## config.mk

```make
export PLATFORM = sky130hd
export DESIGN_NAME = mod_enc_shiftrows_stream
export DESIGN_NICKNAME = d
export VERILOG_FILES = /design/src/rtl/mod_enc_shiftrows_stream.sv
export SDC_FILE = /design/constraint.sdc
export NUM_CORES = 1
export LEC_CHECK = 0
export ABC_AREA = 1
export BUFFER_PORTS_ARGS = -buffer_cell sky130_fd_sc_hd__buf_2
export CAP_MARGIN = 20
export CORE_MARGIN = 2
export CORE_UTILIZATION = 51
export DETAILED_ROUTE_END_ITERATION = 8
export PLACE_DENSITY = 0.87
export RECOVER_POWER = 25
export SLEW_MARGIN = 5
export SYNTH_ARGS = -nofsm -noshare
export SYNTH_HDL_FRONTEND = slang
export SYNTH_SLANG_ARGS = --single-unit
export TNS_END_PERCENT = 20
```

## constraint.sdc

```tcl
create_clock -name clk -period 1.9 [get_ports clk]
set_input_delay 0.19 -clock clk [delete_from_list [all_inputs] [get_ports clk]]
set_output_delay 0.19 -clock clk [all_outputs]
set_load 0.01 [all_outputs]
```

## src/rtl/mod_enc_shiftrows_stream.sv

```systemverilog
// Row-serial ShiftRows/InvShiftRows stage for Rijndael NB = 4/6/8.
// Ports: clk, resetn, flush; in_valid/in_ready/in_row/in_first/in_dec;
// out_valid/out_ready/out_row/out_idx/out_last; err_sync.
// Optional: define SHR_ROWCHK_EN to enable in_first resync and err_sync.
module mod_enc_shiftrows_stream #(
  parameter int NB   = 4,
  parameter int ROWS = 4
) (
  input  logic          clk,
  input  logic          resetn,
  input  logic          flush,
  input  logic          in_valid,
  output logic          in_ready,
  input  logic [NB*8-1:0] in_row,
  input  logic          in_first,
  input  logic          in_dec,
  output logic          out_valid,
  input  logic          out_ready,
  output logic [NB*8-1:0] out_row,
  output logic [1:0]    out_idx,
  output logic          out_last,
  output logic          err_sync
);

  if (!(NB == 4 || NB == 6 || NB == 8)) begin : g_bad_nb
    $error("NB must be 4, 6 or 8");
  end
  if (ROWS != 4) begin : g_bad_rows
    $error("ROWS must be 4");
  end

  logic [1:0]      cnt;
  logic            mode;
  logic            accept;
  logic            resync;
  logic [1:0]      eff_row;
  logic            eff_mode;
  logic [NB*8-1:0] rot;

  function automatic int row_off(input logic [1:0] r);
    int o;
    o = int'(r);
    if (NB == 8) begin
      unique case (r)
        2'd2:    o = 3;
        2'd3:    o = 4;
        default: o = int'(r);
      endcase
    end
    return o;
  endfunction

  assign in_ready = !out_valid | out_ready;
  assign accept   = in_valid & in_ready;

`ifdef SHR_ROWCHK_EN
  // A first-row marker mid-block restarts the block at row 0.
  assign resync  = in_first & (cnt != 2'd0);
`else
  logic unused_first;
  assign unused_first = in_first;
  assign resync  = 1'b0;
`endif

  assign eff_row  = resync ? 2'd0 : cnt;
  assign eff_mode = (eff_row == 2'd0) ? in_dec : mode;

  always_comb begin
    int off;
    int src;
    rot = '0;
    off = row_off(eff_row);
    for (int j = 0; j < NB; j++) begin
      if (eff_mode)
        src = (j - off + NB) % NB;
      else
        src = (j + off) % NB;
      rot[8*j +: 8] = in_row[8*src +: 8];
    end
  end

  always_ff @(posedge clk or negedge resetn) begin
    if (!resetn) begin
      cnt       <= 2'd0;
      mode      <= 1'b0;
      out_valid <= 1'b0;
      out_row   <= '0;
      out_idx   <= 2'd0;
      out_last  <= 1'b0;
      err_sync  <= 1'b0;
    end else if (flush) begin
      cnt       <= 2'd0;
      out_valid <= 1'b0;
      err_sync  <= 1'b0;
    end else begin
      err_sync <= 1'b0;
      if (accept) begin
        out_row   <= rot;
        out_idx   <= eff_row;
        out_last  <= (eff_row == 2'd3);
        out_valid <= 1'b1;
        cnt       <= eff_row + 2'd1;
        mode      <= eff_mode;
        err_sync  <= resync;
      end else if (out_ready) begin
        out_valid <= 1'b0;
      end
    end
  end

endmodule
```

==> impl_metrics.yaml <==
status:
  status: "finished clean"
worst_setup_path:
  cp_num_buf_inv: 2
  cp_top_family: "simple AND/OR/NAND/NOR gates"
  crit_path_max_incr_delay_ps: 430
  startpoint: "cnt[1]"
  worstPathMaxFanout: 16
  crit_slowest_cell: "dfrtp_1"
  criticalPathCategory: "flip-flop to flip-flop"
  critPathRequiredTime_ps: 2130
  critPathArrivalTime_ps: 2030
  crit_chain: "inv_1 -> ha_1 -> inv_1 -> nand3_2 -> nand3_1 -> nand3_1 -> nand2_1"
  r2r-start: "cnt[1]"
  cp-start-kind: "flip-flop"
  endpoint_kind: "flip-flop"
cts:
  clkSlewWorstSetupHoldPaths_ps: 70
  ctsResizeCount: 0
  cts_made_buffers: 5
  root_buffer: "clkbuf_8"
  cts.sinks: 39
  cts_tree: "done"
  cts_hold_buf: 1
  post-cts-setup-buffer-count: 0
  clk_latency_ps: 290
  ctsHtreeMaxLevel: 2
  clock_path_buffers: 2
hold_path:
  holdCritStartpoint: "flush"
  hold_path_class: "input port to flip-flop"
global_route:
  first_global_vias: 2308
  grt_pass1_wl_um: 10600
  grt_max_degree: 50
  antenna_found_initial: 0
  track_usage: 0.254
  overflow: 0
detailed_routing:
  num_vias: 2585
  ant_nets: 0
  initialDrtViolationCount: 221
  wl_um: 6570
  vias_per_cell: 5.51
  dr.pass1.iters: 5
  remaining_drc_errors: 0
  routedWlPerCell_um: 14.0
sta:
  timing.final.crit_share: 0.948
  finalSetupViolations: 0
  fmax_mhz: 555
  finalSetupTns_ps: 0
  hold_viol_final: 0
  worst_slew_pin_slew_ps: 739
  hold_slack_ps: 57.5
  rsz0062_at_grt: "false"
  maxSlewViolCount: 0
  relSlewSlack: 0.507
  min_period_ps: 1800
  clock_skew_ps: 3.77
place:
  dp_cells: 462
  dp_hpwl_um: 4670
  dpl-instance-area_um2: 2800
  gp_congestion: 0.920
  port_buffers: 74
synth:
  syn_inst: 349
  synth_compound_area_frac: 0.0793
  synth_mux_area_frac: 0
  post-synth-top-area-cell: "dfrtp_1"
  synth_top_family_by_area: "simple AND/OR/NAND/NOR gates"
  syn_area_um2: 2450
  yosysUniqueCellTypes: 17
  ys_seq_area_frac: 0.399
  synth_area_leaders: "dfrtp_1, nand3_1, nand2_1, o21ai_0, inv_1"
  ys_ff_latch: 39
  synth-simple-area-share: 0.404
  synth_xor_xnor_area_share: 0
  ys_warn_count: 0
  synth_top_area_frac: 0.399
  synthAdderAreaFrac: 0.0102
  syn-num-nets: 390
  syn_avg_cell_area_um2: 7.01
cells_and_area:
  final_area_um2: 2870
  drive_above_1_share: 0.222
  nets: 457
  area_growth_syn_to_layout_pct: 17.2
  diodes: 0
  instances_no_fill: 469
floorplan:
  die_area_um2: 5370
  start_util: 0.525
  die_x_um: 73.3
  pin_count: 77
  core_region_area_um2: 4660
  row_count: 25
  die-height_um: 73.3
pwr:
  p_sw_uw: 1000
  intPower_uw: 1600
  pwr-share-clk: 0.202
  swShare: 0.386
  pwr_density_cell_nw_per_um2: 908
  p_seq_frac: 0.426
  ir_drop_uv: 369
  power_frac_comb: 0.372
  p_leak_uw: 0.00159
job:
  cap_violations: 0
stage by stage:
step	worst slack [ps]	total power, µW	util
3_3_place_gp	245	2050	0.600
6_report	99.3	2600	0.615
4_1_cts	161	2610	0.618
2_1_floorplan	239	1760	-
3_5_place_dp	178	2090	0.600
5_1_grt	10.5	2780	0.615
registers in the layout (all words and copies together), names as in the netlist:
register and cells:
out_row 32, cnt 2, out_last 1, out_valid 1, out_idx 2, mode 1
worst paths after layout:
kind,endpoint,slack (ps),depth (start not counted)
worst min register to register,out_row[19],480,2
worst max register to register,out_row[7],100,7
max in group asynchronous,out_row[7],820,3
min in group asynchronous,out_row[17],490,2
worst max-delay path,out_row[7],100,7
worst min-delay path,out_valid,60,2
cell usage after synthesis:
| library cell | count |
|---|---|
| a21oi_1 | 1 |
| buf_2 | 6 |
| buf_4 | 12 |
| clkbuf_1 | 3 |
| conb_1 | 1 |
| dfrtp_1 | 39 |
| ha_1 | 2 |
| inv_1 | 30 |
| inv_2 | 4 |
| nand2_1 | 105 |
| nand2_2 | 3 |
| nand3_1 | 97 |
| nand3_2 | 9 |
| o21a_1 | 1 |
| o21ai_0 | 34 |
| o21ai_1 | 1 |
| o22ai_1 | 1 |
power groups by stage:
stage | clock network [µW] | logic (µW) | registers (µW)
finish | 527 | 969 | 1110
detailed placement | 0 | 967 | 1120
global placement | 0 | 939 | 1120
global route | 561 | 1090 | 1130
CTS | 526 | 975 | 1110
floorplan | 0 | 564 | 1200
cells by family (layout without fill, tap and decap cells):
logic type,after synthesis,count (layout)
AO/OA/AOI/OAI,38,38
adder cells (fa/ha/maj),2,2
buffers and inverters,55,121
flip-flops,39,39
other,1,1
AND/OR/NAND/NOR,214,214
final cells by class:
| cell class | count | area (µm²) |
|---|---|---|
| multi-input cells | 255 | 1210 |
| inverters | 34 | 128 |
| fillers | 442 | 1790 |
| well taps | 54 | 67.6 |
| clock buffers | 6 | 72.6 |
| flip-flops and latches | 39 | 976 |
| repair buffers | 81 | 415 |
per-layer routing:
layer  vias to the layer above  wire (µm)  global-route usage
li1                       1272          -                   -
met1                      1184       2920               0.360
met2                       117       3050               0.396
met3                        12        482              0.0412
met4                         0        120              0.0864
met5                         -          0                   0
cells in the final DEF (no fill, tap or decap):
cell / netlist / final
nand3_2: 9 / 9
inv_2: 4 / 4
inv_1: 30 / 30
a21oi_1: 1 / 1
nand2_2: 3 / 2
clkbuf_8: 0 / 5
clkbuf_1: 3 / 9
o21ai_1: 1 / 1
o21ai_0: 34 / 34
ha_1: 2 / 2
o21a_1: 1 / 1
dfrtp_1: 39 / 39
dlygate4sd3_1: 0 / 1
conb_1: 1 / 1
o22ai_1: 1 / 1
buf_2: 6 / 65
buf_4: 12 / 6
nand2_1: 105 / 106
clkbuf_2: 0 / 1
nand3_1: 97 / 97
Power figures use the tool's default switching activity.
